[config.mk]
export PLATFORM = sky130hd
export DESIGN_NAME = spi_slave_burst
export DESIGN_NICKNAME = d
export VERILOG_FILES = /design/src/rtl/spi_slave_burst.sv
export SDC_FILE = /design/constraint.sdc
export NUM_CORES = 1
export LEC_CHECK = 0
export CORE_MARGIN = 2
export CORE_UTILIZATION = 55
export CTS_CLUSTER_DIAMETER = 150
export CTS_CLUSTER_SIZE = 40
export DETAILED_ROUTE_END_ITERATION = 7
export PLACE_DENSITY = 0.83
export RECOVER_POWER = 50
export SLEW_MARGIN = 20
export SYNTH_ARGS = -nofsm -noshare
export SYNTH_HDL_FRONTEND = slang
export SYNTH_SLANG_ARGS = --single-unit
[constraint.sdc]
create_clock -name clk -period 6.2 [get_ports clk]
set_clock_uncertainty 0.05 [all_clocks]
set_input_delay 1.24 -clock clk [delete_from_list [all_inputs] [get_ports clk]]
set_output_delay 1.24 -clock clk [all_outputs]
set_load 0.005 [all_outputs]
[src/rtl/spi_slave_burst.sv]
// SPI register slave supporting all four modes, burst access with address wrap,
// and a per-write strobe/address sideband. Fully synchronous to clk.
`timescale 1ns/1ps
module spi_slave_burst #(
    parameter int unsigned RW_REG_COUNT = 12,
    parameter int unsigned RO_REG_COUNT = 1,
    parameter int unsigned CPOL         = 0,
    parameter int unsigned CPHA         = 0,
    parameter int unsigned SYNC_STAGES  = 2,
    parameter logic [7:0]  RST_VALUE    = 8'h00
) (
    input  logic                      clk,
    input  logic                      rst_n,
    input  logic                      spi_cs,
    input  logic                      spi_clk,
    input  logic                      spi_mosi,
    output logic                      spi_miso,
    output logic                      spi_miso_oe,
    output logic [RW_REG_COUNT*8-1:0] rw_data,
    input  logic [RO_REG_COUNT*8-1:0] ro_data,
    output logic                      wr_strobe,
    output logic [6:0]                wr_addr
);

    localparam int unsigned TOTAL     = RW_REG_COUNT + RO_REG_COUNT;
    localparam logic [7:0]  RW_END    = 8'(RW_REG_COUNT);
    localparam logic [6:0]  LAST_ADDR = 7'(TOTAL - 1);

    typedef enum logic [1:0] {IDLE, CMD, WDATA, RDATA} state_t;

    state_t state, state_next;

    logic [SYNC_STAGES-1:0] cs_q, sclk_q, mosi_q;
    logic       sclk_prev;
    logic       cs_s, sclk_s, mosi_s;
    logic       rise, fall, leading, trailing, sample_edge, shift_edge;

    logic [2:0] bit_cnt;
    logic [6:0] shreg;
    logic [6:0] addr;
    logic [7:0] tx_buf;
    logic [7:0] rw_regs [RW_REG_COUNT];

    logic [7:0] cmd_byte;
    logic [6:0] next_addr;
    logic [6:0] fetch_addr;
    logic [7:0] fetch_data;
    logic       byte_done;

    always_ff @(posedge clk or negedge rst_n) begin
        if (!rst_n) begin
            cs_q      <= '1;
            sclk_q    <= (CPOL != 0) ? '1 : '0;
            mosi_q    <= '0;
            sclk_prev <= (CPOL != 0);
        end else begin
            cs_q      <= {cs_q[SYNC_STAGES-2:0], spi_cs};
            sclk_q    <= {sclk_q[SYNC_STAGES-2:0], spi_clk};
            mosi_q    <= {mosi_q[SYNC_STAGES-2:0], spi_mosi};
            sclk_prev <= sclk_s;
        end
    end

    assign cs_s   = cs_q[SYNC_STAGES-1];
    assign sclk_s = sclk_q[SYNC_STAGES-1];
    assign mosi_s = mosi_q[SYNC_STAGES-1];

    assign rise        = sclk_s & ~sclk_prev;
    assign fall        = ~sclk_s & sclk_prev;
    assign leading     = (CPOL != 0) ? fall : rise;
    assign trailing    = (CPOL != 0) ? rise : fall;
    assign sample_edge = (CPHA != 0) ? trailing : leading;
    assign shift_edge  = (CPHA != 0) ? leading : trailing;

    assign spi_miso_oe = ~cs_s;
    assign cmd_byte    = {shreg, mosi_s};
    assign byte_done   = sample_edge && (bit_cnt == 3'd7) && (state != IDLE);
    assign next_addr   = (addr == LAST_ADDR) ? 7'd0 : addr + 7'd1;
    assign fetch_addr  = (state == CMD) ? cmd_byte[6:0] : next_addr;

    always_comb begin
        fetch_data = 8'hFF;
        for (int unsigned i = 0; i < RW_REG_COUNT; i++) begin
            if (fetch_addr == 7'(i)) fetch_data = rw_regs[i];
        end
        for (int unsigned i = 0; i < RO_REG_COUNT; i++) begin
            if ({1'b0, fetch_addr} == 8'(RW_REG_COUNT + i)) fetch_data = ro_data[i*8 +: 8];
        end
    end

    always_ff @(posedge clk or negedge rst_n) begin
        if (!rst_n) state <= IDLE;
        else        state <= state_next;
    end

    always_comb begin
        state_next = state;
        if (cs_s) begin
            state_next = IDLE;
        end else begin
            case (state)
                IDLE:    state_next = CMD;
                CMD:     if (byte_done) state_next = cmd_byte[7] ? WDATA : RDATA;
                default: state_next = state;
            endcase
        end
    end

    // Any sample edge coinciding with a cs release is dropped by the cs_s priority here.
    always_ff @(posedge clk or negedge rst_n) begin
        if (!rst_n) begin
            bit_cnt   <= '0;
            shreg     <= '0;
            addr      <= '0;
            tx_buf    <= '0;
            spi_miso  <= 1'b0;
            wr_strobe <= 1'b0;
            wr_addr   <= '0;
            for (int unsigned i = 0; i < RW_REG_COUNT; i++) rw_regs[i] <= RST_VALUE;
        end else begin
            wr_strobe <= 1'b0;
            if (cs_s) begin
                bit_cnt  <= '0;
                spi_miso <= 1'b0;
            end else begin
                if (sample_edge && state != IDLE) begin
                    shreg   <= {shreg[5:0], mosi_s};
                    bit_cnt <= bit_cnt + 3'd1;
                end
                if (byte_done) begin
                    case (state)
                        CMD: begin
                            addr   <= cmd_byte[6:0];
                            tx_buf <= fetch_data;
                        end
                        WDATA: begin
                            if ({1'b0, addr} < RW_END) begin
                                for (int unsigned i = 0; i < RW_REG_COUNT; i++) begin
                                    if (addr == 7'(i)) rw_regs[i] <= cmd_byte;
                                end
                                wr_strobe <= 1'b1;
                                wr_addr   <= addr;
                            end
                            addr <= next_addr;
                        end
                        RDATA: begin
                            addr   <= next_addr;
                            tx_buf <= fetch_data;
                        end
                        default: ;
                    endcase
                end
                if (shift_edge) begin
                    if (state == RDATA) begin
                        spi_miso <= tx_buf[7];
                        tx_buf   <= {tx_buf[6:0], 1'b0};
                    end else begin
                        spi_miso <= 1'b0;
                    end
                end
            end
        end
    end

    for (genvar g = 0; g < RW_REG_COUNT; g++) begin : g_flat
        assign rw_data[g*8 +: 8] = rw_regs[g];
    end

endmodule

=== Yosys cells after proc, flatten, opt, wreduce, memory -nomap -nowiden ===
Cells that the tools add are included.
W data, S select, Z words.

* Shift operators: 0
* Bitwise operators: 5
* Muxes and demuxes: 33
* Reduce and logical (&&, ||, !) cells: 29
* Multiply operators: 0
* $add $sub $neg: 2
* Eq/ne operators: 29
* Order comparisons: 1
* Divide/modulo/power cells: 0

{| class="wikitable"
|+ Operator list
! kind !! count
|-
| $mux W8 || 17
|-
| $eq A7 B4 Y1 const B || 10
|-
| $reduce_and A5 Y1 || 12
|-
| $eq A7 B3 Y1 const B || 8
|-
| $eq A7 B2 Y1 const B || 4
|-
| $eq A7 B1 Y1 const B || 2
|-
| $logic_not A7 Y1 || 2
|-
| $mux W7 || 2
|-
| $pmux W7 S2 || 1
|-
| $mux W1 || 8
|-
| $reduce_bool A2 Y1 || 4
|-
| $add A7 B1 Y7 const B || 1
|-
| $lt A7 B4 Y1 const B || 1
|-
| $mux W3 || 2
|-
| $eq A2 B2 Y1 const B || 2
|-
| $mux W2 || 2
|-
| $pmux W2 S2 || 1
|-
| $reduce_and A2 Y1 || 2
|-
| $reduce_and A4 Y1 || 1
|-
| $reduce_or A2 Y1 || 2
|-
| $add A3 B1 Y3 const B || 1
|-
| $eq A3 B3 Y1 const B || 1
|-
| $logic_and A1 B1 Y1 || 3
|-
| $ne A3 B3 Y1 const B || 1
|-
| other kinds (6) || 9
|}

* Memories kept: 0
* ROM bits: 0
* Output and inout port bits: 106
* Bits in latches: 0
* Bits in writable memories: 0
* Bits of input ports: 13
* Bits in registers: 139
* Logic and storage cells: 123

=== Longest topological paths before layout ===
* Word-level depth: 21
* Depth in mapped cells: 13
* Depth with buffers taken out: 10

=== Worst setup path after synthesis ===
OpenSTA, ideal clock, no wires.

* Kind: reg2reg
* Start: reg addr[0]
* End: reg tx_buf[2]
* Path slack: 3.650 ns
* Path buffers: 2
* Arrival: 2.372 ns
* Cell stages (with the launch flop): 13
* Cells stage by stage: dfrtp_1 -> buf_2 -> inv_1 -> ha_1 -> nand2b_1 -> nor2_4 -> nor4_4 -> or3_1 -> buf_2 -> nor2_2 -> a221o_1 -> a21oi_1 -> o31ai_1

* Cells in the longest elaborated chain, start to end: 21

{| class="wikitable"
|+ Ends and longest elaborated chain
! what !! RTL line !! source
|-
| start: declaration || 40 || <nowiki>logic [6:0] addr;</nowiki>
|-
| start signal: assignment || 133 || <nowiki>addr <= cmd_byte[6:0];</nowiki>
|-
| start signal: assignment || 144 || <nowiki>addr <= next_addr;</nowiki>
|-
| start signal: assignment || 147 || <nowiki>addr <= next_addr;</nowiki>
|-
| $add A7 B1 Y7 or $eq A7 B4 Y1 (tied branches) || 78 || <nowiki>assign next_addr = (addr == LAST_ADDR) ? 7'd0 : addr + 7'd1;</nowiki>
|-
| $mux W7 (*) || 78 ||
|-
| $mux W7 (*) || 79 || <nowiki>assign fetch_addr = (state == CMD) ? cmd_byte[6:0] : next_addr;</nowiki>
|-
| $logic_not A7 Y1 || 84 || <nowiki>if (fetch_addr == 7'(i)) fetch_data = rw_regs[i];</nowiki>
|-
| $mux W8 (12 in a row) || 84 ||
|-
| $mux W8 (*) || 87 || <nowiki>if ({1'b0, fetch_addr} == 8'(RW_REG_COUNT + i)) fetch_data = ro_data[i*8 +: 8];</nowiki>
|-
| $mux W8 (*) || 131 || <nowiki>case (state)</nowiki>
|-
| $mux W8 (*) || 130 || <nowiki>if (byte_done) begin</nowiki>
|-
| $mux W8 || 154 || <nowiki>if (state == RDATA) begin</nowiki>
|-
| $mux W8 (*) || 153 || <nowiki>if (shift_edge) begin</nowiki>
|-
| end signal: assignment || 134 || <nowiki>tx_buf <= fetch_data;</nowiki>
|-
| end signal: assignment || 148 || <nowiki>tx_buf <= fetch_data;</nowiki>
|-
| end signal: assignment || 156 || <nowiki>tx_buf <= {tx_buf[6:0], 1'b0};</nowiki>
|-
| end: declaration || 41 || <nowiki>logic [7:0] tx_buf;</nowiki>
|}

Mark *: on every way between the ends. The rest lies on a longest branch, timed or not.
A chain may end at the register's enable or synchronous reset.

==> qor.csv <==
metric,value,unit
TritonCTS clock tree,done,
fin. max-slew vios,60,
Die Height,114.6,um
max_cap viols,1,
Clock Path Buffers,2,
Post-Syn Area,6724,um^2
Yosys Warn Count,0,
peak supply drop,0.0002375,V
TritonCTS Buffers,17,
RSZ-0062 raised after global routing,no,
drt initial violations,632,
CTS root buf,clkbuf_16,
"commonest non-fill, non-tap cell in the layout",dfrtp_1,
dpl ws,2.409,ns
Syn Nets,662,
Sw Pwr,598.7,uW
Post-Synthesis Cells,643,
GRT Overall Usage,33.34,%
H-Tree Depth,4,
Static Leak,3.744,nW
clock sink total,139,
period utilization,69.03,%
TNS Setup,0,ns
Post-synth ARST share,100.0,%
most frequent cells in the layout,"dfrtp_1, clkdlybuf4s50_1, nand2_1",
gpl congestion,0.9389,
"wirelength, routed",21280,um
CP Class,input port to async pin,
CP max stage cell,clkbuf_1,
"Reg clk slew, reported paths",0.06,ns
slack of the critical path,1.920,ns
layout cells sized above 1,15.15,%
Overflow after GRT,0,
Critical Path RT,6.00,ns
wire length per cell,23.83,um
pwr/cell area,257.5,nW/um^2
P_int,1.578,mW
Clock Latency Late Sink,0.42,ns
Die Wd,114.6,um
top_reg_cell synth,dfrtp_1,
crit-path max FO,81,
# IOs,119,
Seq pwr share,44.5,%
synthesized area per cell,10.46,um^2
switching part of the total,27.50,%
first-pass GRT wire length,32870,um
sequential element share of the synthesized area,51.77,%
Post-CTS Resized,0,
Layout area overhead,25.74,%
CP Capture Type,async pin,
post-CTS setup repair buffer count,0,
Total Nets Final,752,
Max Clk Rate,233.7,MHz
Max-slew headroom,-105.5,%
row cnt,40,
via count,5869,
Post-DRT Antenna Nets,0,
Initial Util,56.21,%
vias per inst,6.572,
initial antenna violation count,0,
HP Class,register to register,
cell family with most CP delay,buffers and inverters,
outcome,"complete, but fails checks",
final hold vios,0,
cell-by-cell listing of the critical path,buf_6 -> clkbuf_1,
vias in the first global route,5836,
Comb pwr share,10.0,%
die area,13130,um^2
floorplan core area,11960,um^2
clock network power share,45.6,%
# diodes,0,
DRT Pass-1 Iters,6,
Yosys reg bits,139,
crit path time final,4.280,ns
worst stage delay on the critical path,2.22,ns
slew at the pin with the worst max-slew slack,3.082,ns
failing checks,"capacitance limit, slew limit",
Worst Path Arrival,4.08,ns
largest net degree at the start of global routing,82,
"Setup violations, final",0,
Setup crit start kind,input port,
Buf/Inv on CP,2,
DRC Markers,0,
Hold Slack,0.3050,ns
Netlist cell types,73,
Hold Buf Count CTS,0,
Port Buffer Count,118,
HPWL Detailed,14260,um
number of synthesized flops with an enable pin,0,
## synthesized netlist by cell type (3+ instances only)
cell / instances / share of area [%]
a22oi_1: 5 / 0.56
inv_1: 12 / 0.67
mux2i_1: 3 / 0.45
o21a_1: 4 / 0.45
dfrtp_1: 137 / 51
nor3_2: 3 / 0.45
o22ai_1: 18 / 1.7
a221oi_1: 3 / 0.39
nor2_1: 31 / 1.7
nand3_1: 8 / 0.60
o32ai_1: 3 / 0.39
and3_1: 7 / 0.65
buf_2: 22 / 1.6
nor3_1: 13 / 0.97
a31oi_1: 8 / 0.74
nor2b_1: 5 / 0.47
a22o_1: 9 / 1.2
o221ai_1: 10 / 1.3
mux2_2: 61 / 10
or3_1: 3 / 0.28
o22a_1: 3 / 0.39
o211ai_1: 6 / 0.67
nand2_1: 81 / 4.5
a21oi_1: 20 / 1.5
o21ai_1: 5 / 0.37
o21ai_0: 74 / 5.5
a221o_1: 3 / 0.45
clkbuf_1: 20 / 1.1
buf_4: 6 / 0.67
ha_1: 6 / 1.1
## area by class of cell
class | instances | area (um^2)
fill | 873 | 3507
sequential | 139 | 3481
multi-input combinational | 443 | 2975
timing repair buffer | 120 | 1194
clock buffer | 18 | 429.2
tap | 147 | 183.9
clock inverter | 14 | 146.4
inverter | 12 | 45.04
## path summary, 6_finish.rpt
path / from / endpoint / slack (ns) / cells after the start
worst min register to register: mosi_q[0]$_DFF_PN0_ / mosi_q[1]$_DFF_PN0_ / 0.30 / 0
worst max-delay path: rst_n / rw_data[76]$_DFFE_PN0P_ / 1.92 / 2
min in group asynchronous: rst_n / wr_addr[5]$_DFFE_PN0P_ / 0.82 / 1
worst min-delay path: mosi_q[0]$_DFF_PN0_ / mosi_q[1]$_DFF_PN0_ / 0.30 / 0
worst max register to register: addr[0]$_DFFE_PN0P_ / tx_buf[5]$_DFFE_PN0N_ / 2.15 / 9
max in group clk: addr[0]$_DFFE_PN0P_ / tx_buf[5]$_DFFE_PN0N_ / 2.15 / 9
## layer usage
| metal | up-vias | part of all wire (%) | global-route usage, % |
|---|---|---|---|
| met5 | - | 0 | 0 |
| met3 | 60 | 9.9 | 9.264 |
| met4 | 0 | 4.0 | 15.20 |
| met2 | 345 | 46 | 50.02 |
| met1 | 2927 | 41 | 45.28 |
| li1 | 2537 | - | - |
## through the flow
step,total power [mW],utilization (%),instance area [um^2],std cells
6_report,2.177,70.68,8454,893
5_1_grt,2.234,70.68,8454,893
4_1_cts,2.168,70.66,8452,893
3_5_place_dp,1.188,65.85,7876,861
3_3_place_gp,1.184,65.81,7871,861
2_1_floorplan,1.090,-,6724,643
## power groups by stage
stage / logic, mW / registers, mW / clock network, mW
2_1_floorplan: 0.144 / 0.945 / 0
3_3_place_gp: 0.204 / 0.981 / 0
3_5_place_dp: 0.206 / 0.982 / 0
4_1_cts: 0.210 / 0.966 / 0.991
5_1_grt: 0.228 / 0.969 / 1.04
6_report: 0.217 / 0.968 / 0.992
## sequential cells by signal (all words and copies together) (netlist names), 2 cells and up
register	count
shreg	7
tx_buf	8
bit_cnt	3
mosi_q	2
sclk_q	2
state	2
wr_addr	7
rw_data	96
addr	7
cs_q	2
## cell families after synthesis
logic type      synth area share, %
compound gates                19.02
simple gates                  12.90
xor+xnor                     0.3908
buf+inv                       4.149
flops                         51.77
fa+ha+maj                     1.116
mux                           10.66
No activity file was read; power rests on OpenSTA's default activity.
